--- src/rtl/reset_seq_pkg.sv ---
// Shared types for the staged reset sequencer: FSM states and reset-cause codes.
// Both enums encode their power-on value as zero.
package reset_seq_pkg;

    typedef enum logic [1:0] {
        WAIT_LOCK = 2'd0,
        HOLD      = 2'd1,
        RELEASE   = 2'd2,
        RUN       = 2'd3
    } state_t;

    typedef enum logic [1:0] {
        CAUSE_POR  = 2'd0,
        CAUSE_EXT  = 2'd1,
        CAUSE_LOCK = 2'd2,
        CAUSE_BTN  = 2'd3
    } cause_t;

endpackage

--- src/rtl/btn_debounce.sv ---
// Two-flop synchroniser followed by a stable-time debouncer for a raw push-button.
// The debounced level flips only after DEBOUNCE_CYCLES consecutive disagreeing samples.
module btn_debounce #(
    parameter int DEBOUNCE_CYCLES = 250000
) (
    input  logic clk,
    input  logic reset_i,
    input  logic in_i,
    output logic out_o
);

    localparam int CNT_W = $clog2(DEBOUNCE_CYCLES);
    localparam logic [CNT_W-1:0] CNT_LAST = CNT_W'(DEBOUNCE_CYCLES - 1);

    logic             in_meta;
    logic             in_s;
    logic             db_q;
    logic [CNT_W-1:0] cnt;

    // Synchroniser flops carry no reset so they always track the pin.
    always_ff @(posedge clk) begin
        in_meta <= in_i;
        in_s    <= in_meta;
    end

    always_ff @(posedge clk) begin
        if (reset_i) begin
            db_q <= 1'b0;
            cnt  <= '0;
        end else if (in_s == db_q) begin
            cnt <= '0;
        end else if (cnt == CNT_LAST) begin
            db_q <= in_s;
            cnt  <= '0;
        end else begin
            cnt <= cnt + CNT_W'(1);
        end
    end

    assign out_o = db_q;

endmodule

--- src/rtl/reset_sequencer.sv ---
// Board-level reset sequencer: waits for PLL lock, holds, then releases N_OUT resets in order.
// Re-asserts everything on external reset, lock loss or an armed button, and records why.
module reset_sequencer
    import reset_seq_pkg::*;
#(
    parameter int N_OUT           = 3,
    parameter int HOLD_CYCLES     = 31,
    parameter int STAGE_CYCLES    = 16,
    parameter int DEBOUNCE_CYCLES = 250000,
    parameter int KEY_W           = 4,
    parameter int KEY_MATCH       = 1
) (
    input  logic             clk,
    input  logic             reset_i,
    input  logic             pll_locked_i,
    input  logic             btn_i,
    input  logic [KEY_W-1:0] key_i,
    output logic [N_OUT-1:0] reset_o,
    output logic             ready_o,
    output logic [1:0]       cause_o
);

    localparam int CNT_MAX = (HOLD_CYCLES > STAGE_CYCLES) ? HOLD_CYCLES : STAGE_CYCLES;
    localparam int CNT_W   = (CNT_MAX > 1) ? $clog2(CNT_MAX) : 1;
    localparam int STG_W   = (N_OUT > 1) ? $clog2(N_OUT) : 1;

    localparam logic [CNT_W-1:0] HOLD_LAST  = CNT_W'(HOLD_CYCLES - 1);
    localparam logic [CNT_W-1:0] STAGE_LAST = CNT_W'(STAGE_CYCLES - 1);
    localparam logic [N_OUT-1:0] REL_FIRST  = N_OUT'(1);
    localparam logic [KEY_W-1:0] KEY_ARM    = KEY_W'(KEY_MATCH);

    logic             lock_meta;
    logic             locked_s;
    logic [KEY_W-1:0] key_meta;
    logic [KEY_W-1:0] key_s;
    logic             btn_db;
    logic             btn_hold;

    state_t           state;
    cause_t           cause_q;
    logic [CNT_W-1:0] cnt;
    logic [STG_W-1:0] stg;
    logic [N_OUT-1:0] rel_q;
    logic             ready_q;
    logic             last_stage;

    always_ff @(posedge clk) begin
        lock_meta <= pll_locked_i;
        locked_s  <= lock_meta;
        key_meta  <= key_i;
        key_s     <= key_meta;
    end

    btn_debounce #(
        .DEBOUNCE_CYCLES(DEBOUNCE_CYCLES)
    ) u_btn_debounce (
        .clk    (clk),
        .reset_i(reset_i),
        .in_i   (btn_i),
        .out_o  (btn_db)
    );

    assign btn_hold   = btn_db && (key_s == KEY_ARM);
    assign last_stage = (int'(stg) + 2 == N_OUT);

    // rel_q holds released bits (1 = deasserted) so the all-zero power-on state
    // means every reset asserted, state WAIT_LOCK and cause POR.
    always_ff @(posedge clk) begin
        if (reset_i) begin
            state   <= WAIT_LOCK;
            rel_q   <= '0;
            ready_q <= 1'b0;
            cnt     <= '0;
            stg     <= '0;
            cause_q <= CAUSE_EXT;
        end else if (state != WAIT_LOCK && !locked_s) begin
            state   <= WAIT_LOCK;
            rel_q   <= '0;
            ready_q <= 1'b0;
            cnt     <= '0;
            stg     <= '0;
            cause_q <= CAUSE_LOCK;
        end else if ((state == RELEASE || state == RUN) && btn_hold) begin
            state   <= HOLD;
            rel_q   <= '0;
            ready_q <= 1'b0;
            cnt     <= '0;
            stg     <= '0;
            cause_q <= CAUSE_BTN;
        end else begin
            case (state)
                WAIT_LOCK: begin
                    if (locked_s) begin
                        state <= HOLD;
                        cnt   <= '0;
                    end
                end
                HOLD: begin
                    if (btn_hold) begin
                        cnt <= '0;
                    end else if (cnt == HOLD_LAST) begin
                        cnt     <= '0;
                        stg     <= '0;
                        rel_q   <= REL_FIRST;
                        state   <= (N_OUT == 1) ? RUN : RELEASE;
                        ready_q <= (N_OUT == 1);
                    end else begin
                        cnt <= cnt + CNT_W'(1);
                    end
                end
                RELEASE: begin
                    if (cnt == STAGE_LAST) begin
                        cnt   <= '0;
                        stg   <= stg + STG_W'(1);
                        rel_q <= (rel_q << 1) | REL_FIRST;
                        if (last_stage) begin
                            state   <= RUN;
                            ready_q <= 1'b1;
                        end
                    end else begin
                        cnt <= cnt + CNT_W'(1);
                    end
                end
                RUN: begin
                end
                default: state <= WAIT_LOCK;
            endcase
        end
    end

    assign reset_o = ~rel_q;
    assign ready_o = ready_q;
    assign cause_o = cause_q;

endmodule

--- config.mk ---
export PLATFORM = sky130hd
export DESIGN_NAME = reset_sequencer
export DESIGN_NICKNAME = d
export VERILOG_FILES = /design/src/rtl/reset_seq_pkg.sv /design/src/rtl/btn_debounce.sv /design/src/rtl/reset_sequencer.sv
export SDC_FILE = /design/constraint.sdc
export NUM_CORES = 1
export LEC_CHECK = 0
export CELL_PAD_IN_SITES_DETAIL_PLACEMENT = 0
export CELL_PAD_IN_SITES_GLOBAL_PLACEMENT = 1
export CORE_MARGIN = 5
export CORE_UTILIZATION = 35
export DETAILED_ROUTE_END_ITERATION = 10
export GPL_TIMING_DRIVEN = 1
export HOLD_SLACK_MARGIN = 0.1
export PLACE_DENSITY_LB_ADDON = 0.1
export SYNTH_ARGS = -nofsm -noshare
export SYNTH_HDL_FRONTEND = slang
export SYNTH_HIERARCHICAL = 1
export SYNTH_SLANG_ARGS = --single-unit
--- constraint.sdc ---
create_clock -name clk -period 2.25 [get_ports clk]
set_input_delay 0.225 -clock clk [delete_from_list [all_inputs] [get_ports clk]]
set_output_delay 0.225 -clock clk [all_outputs]
set_load 0.02 [all_outputs]
==> results.sh <==
export IMPL_syn_area_um2=2040
export IMPL_rr_endpoint="u_btn_debounce/cnt[14]"
export IMPL_cp_end_kind="flop"
export IMPL_reg2reg_slack_ns=0.25
export IMPL_cp_slowest_cell="or4_2"
export IMPL_start_util=0.366
export IMPL_rows=27
export IMPL_cp_data_arrival_time_ns=2.23
export IMPL_htreeDepth=2
export IMPL_grt_first_pass_wirelength_um=6620
export IMPL_clk_pin_slew_ns=0.08
export IMPL_final_layout_size_suffix_gt1_frac=0.124
export IMPL_synth_area_per_cell_um2=9.04
export IMPL_post_cts_buffers=0
export IMPL_track_usage=0.112
export IMPL_syn_num_nets=244
export IMPL_skew_ns=0.00926
export IMPL_crit_path_start="u_btn_debounce/cnt[0]"
export IMPL_diodes=0
export IMPL_die_w_um=86.4
export IMPL_drcViolationCount=0
export IMPL_switching_share=0.276
export IMPL_synth_top_area_frac=0.451
export IMPL_pwr_share_comb=0.218
export IMPL_relSlewSlack=0.530
export IMPL_overflow=0
export IMPL_cts_buffer_depth=2
export IMPL_pwr_density_cell_nw_per_um2=869
export IMPL_cts_hold_buf=0
export IMPL_io_buffers=13
export IMPL_syn_inst=226
export IMPL_switchingPower_uw=585
export IMPL_via_per_inst=4.91
export IMPL_dr_first_iter_drc_count=125
export IMPL_drt_pass1_iterations=4
export IMPL_synth_ff_type="dfxtp_1"
export IMPL_placedInstanceArea_um2=2290
export IMPL_synth_commonest_cells="46 x dfxtp_1, 25 x nor2_1, 16 x a21oi_1, 16 x inv_1, 16 x nand2_1"
export IMPL_r2r_cells=5
export IMPL_async_flop_share=0
export IMPL_cpPeakStageDelay_ns=0.54
export IMPL_path_buf_inv=0
export IMPL_wl_um=4010
export IMPL_cts_tree="yes"
export IMPL_wl_met1_um=2280
export IMPL_tightest_slew_ns=0.701
export IMPL_detail_route_antenna_nets=0
export IMPL_startpoint_type="flop"
export IMPL_cp_depth=5
export IMPL_p_seq_frac=0.422
export IMPL_wl_met2_um=1480
export IMPL_p_leak_uw=0.000832
export IMPL_peakVddDrop_mv=0.365
export IMPL_final_core_util=0.437
export IMPL_grt_antenna_before_repair=0
export IMPL_wl_met3_um=186
export IMPL_synth_edf_count=0
export IMPL_drv_slew=0
export IMPL_r2r_start="u_btn_debounce/cnt[0]"
export IMPL_rsz0062_at_grt="no"
export IMPL_wl_per_cell_um=12.5
export IMPL_hold_viol_final=0
export IMPL_fin_crit_ns=2.00
export IMPL_path_delay_family="simple AND/OR/NAND/NOR gates"
export IMPL_grt_pass1_vias=1369
export IMPL_grt_max_degree=15
export IMPL_dp_hpwl_um=2850
export IMPL_setup_viol=0
export IMPL_max_freq_mhz=500
export IMPL_clkLatencyLatePin_ns=0.30
export IMPL_post_cts_resized=0
export IMPL_ys_seq_area_frac=0.451
export IMPL_synthDistinctLibCells=46
export IMPL_num_io_pins=14
export IMPL_crit_path_max_fanout=5
export IMPL_path_cells="ha_1, nand3_1, or3_1, or4_2, a21oi_1"
export IMPL_yosys_warnings=6
export IMPL_die_h_um=86.4
export IMPL_pwr_share_clk=0.360
export IMPL_nets=266
export IMPL_ys_ff_latch=46
export IMPL_finalCritPeriodShare=0.890
export IMPL_area_growth_pct=19.2
export IMPL_synth_most_common_cell="dfxtp_1"
export IMPL_coreArea_um2=5570
export IMPL_cts_buffers=5
export IMPL_drv_cap=0
export IMPL_cts_root_buf="clkbuf_8"
export IMPL_crit_required_ns=2.48
export IMPL_hold_class="flop to flop"
export IMPL_p_int_uw=1530
export IMPL_dieArea_um2=7460
export IMPL_synth_area_leaders="dfxtp_1 45%, ha_1 6.1%, xnor2_1 5.1%"
export IMPL_status="completed"
export IMPL_synth_area_leader_cell="dfxtp_1"
export IMPL_num_vias=1575
export IMPL_path_class="flop to flop"
export IMPL_gp_congestion=0.740
export IMPL_tns_ns=0
export IMPL_fin_area_um2=2430
export IMPL_fill_cells=561
export IMPL_crit_end="u_btn_debounce/cnt[14]"
export IMPL_cts_sinks=46
export IMPL_topRoutingLayerUsed="met4"
[how the worst min path moves through the flow]
stage / from / to / slack, ns / cells past startpoint
finish: u_btn_debounce/in_meta / u_btn_debounce/in_s / 0.33 / 0
global placement: lock_meta / locked_s / 0.31 / 0
CTS: u_btn_debounce/in_meta / u_btn_debounce/in_s / 0.33 / 0
global route: lock_meta / locked_s / 0.34 / 0
floorplan: key_i[0] / key_meta[0] / 0.25 / 0
detailed placement: key_meta[0] / key_s[0] / 0.31 / 0
[sequential cells by signal, indices dropped and copies added, names as in the netlist]
signal,flops
stg,2
key_s,4
locked_s,1
u_btn_debounce/in_s,1
u_btn_debounce/in_meta,1
key_meta,4
lock_meta,1
rel_q,3
u_btn_debounce/out_o,1
cause_o,2
u_btn_debounce/cnt,18
cnt,5
ready_o,1
state,2
[cells in the final DEF, fill, tap and decap left out, types with 3 or more instances in the layout]
cell and count:
dfxtp_1 46, nor2_1 25, inv_1 16, nand2_1 16, a21oi_1 16, clkdlybuf4s50_1 13
xnor2_1 12, ha_1 10, o21ai_0 9, buf_4 9, nand3_1 8, nor3_1 6
clkbuf_8 6, nor4_1 5, or3_1 5, nor4b_1 4, nor2b_1 3, o2111ai_1 3
o31ai_1 3
[area by class of cell]
class	instances	area, µm²	area share
timing repair buffer	22	198	0.0812
tap	72	90.1	0.0370
sequential	46	921	0.378
inverter	16	60.1	0.0247
multi-input combinational	157	1020	0.420
clock buffer	6	82.6	0.0339
clock inverter	2	60.1	0.0247
[kinds of logic (layout without fill, tap and decap cells)]
logic type	count (synthesis)	count (layout)	share of synthesized area
AND/OR/NAND/NOR	90	90	0.241
flip-flops	46	46	0.451
AO/OA/AOI/OAI	43	43	0.138
XOR/XNOR	13	13	0.0558
buffers and inverters	23	46	0.0478
adder cells (fa/ha/maj)	10	10	0.0613
multiplexers	1	1	0.00551
[per-layer routing]
metal	global-route usage	up-vias
met5	0	-
met4	0.0496	0
met3	0.0247	6
met2	0.142	32
met1	0.174	700
li1	-	837
[worst register-to-register path: cells and delay by family (launching register included)]
kind | cells | cell delay, ns
fa+ha+maj | 1 | 0.22
flops | 1 | 0.37
compound gates | 1 | 0.16
simple gates | 3 | 1.19
[power by group through the flow]
stage / Clock [µW] / Sequential (µW) / Combinational [µW]
2_1_floorplan: 0 / 918 / 326
6_report: 762 / 893 / 460
5_1_grt: 818 / 899 / 516
3_3_place_gp: 0 / 913 / 472
3_5_place_dp: 0 / 913 / 461
4_1_cts: 788 / 894 / 464
[through the flow]
stage / hold WS, ns / power, µW / setup WS [ns] / std cells
after floorplan: 0.253 / 1240 / 0.444 / 226
after global placement: 0.310 / 1390 / 0.210 / 313
after detailed placement: 0.312 / 1370 / 0.257 / 313
after CTS: 0.334 / 2140 / 0.251 / 321
after global routing: 0.343 / 2230 / 0.0678 / 321
final: 0.331 / 2120 / 0.248 / 321
No activity file was read; power rests on OpenSTA's default activity.
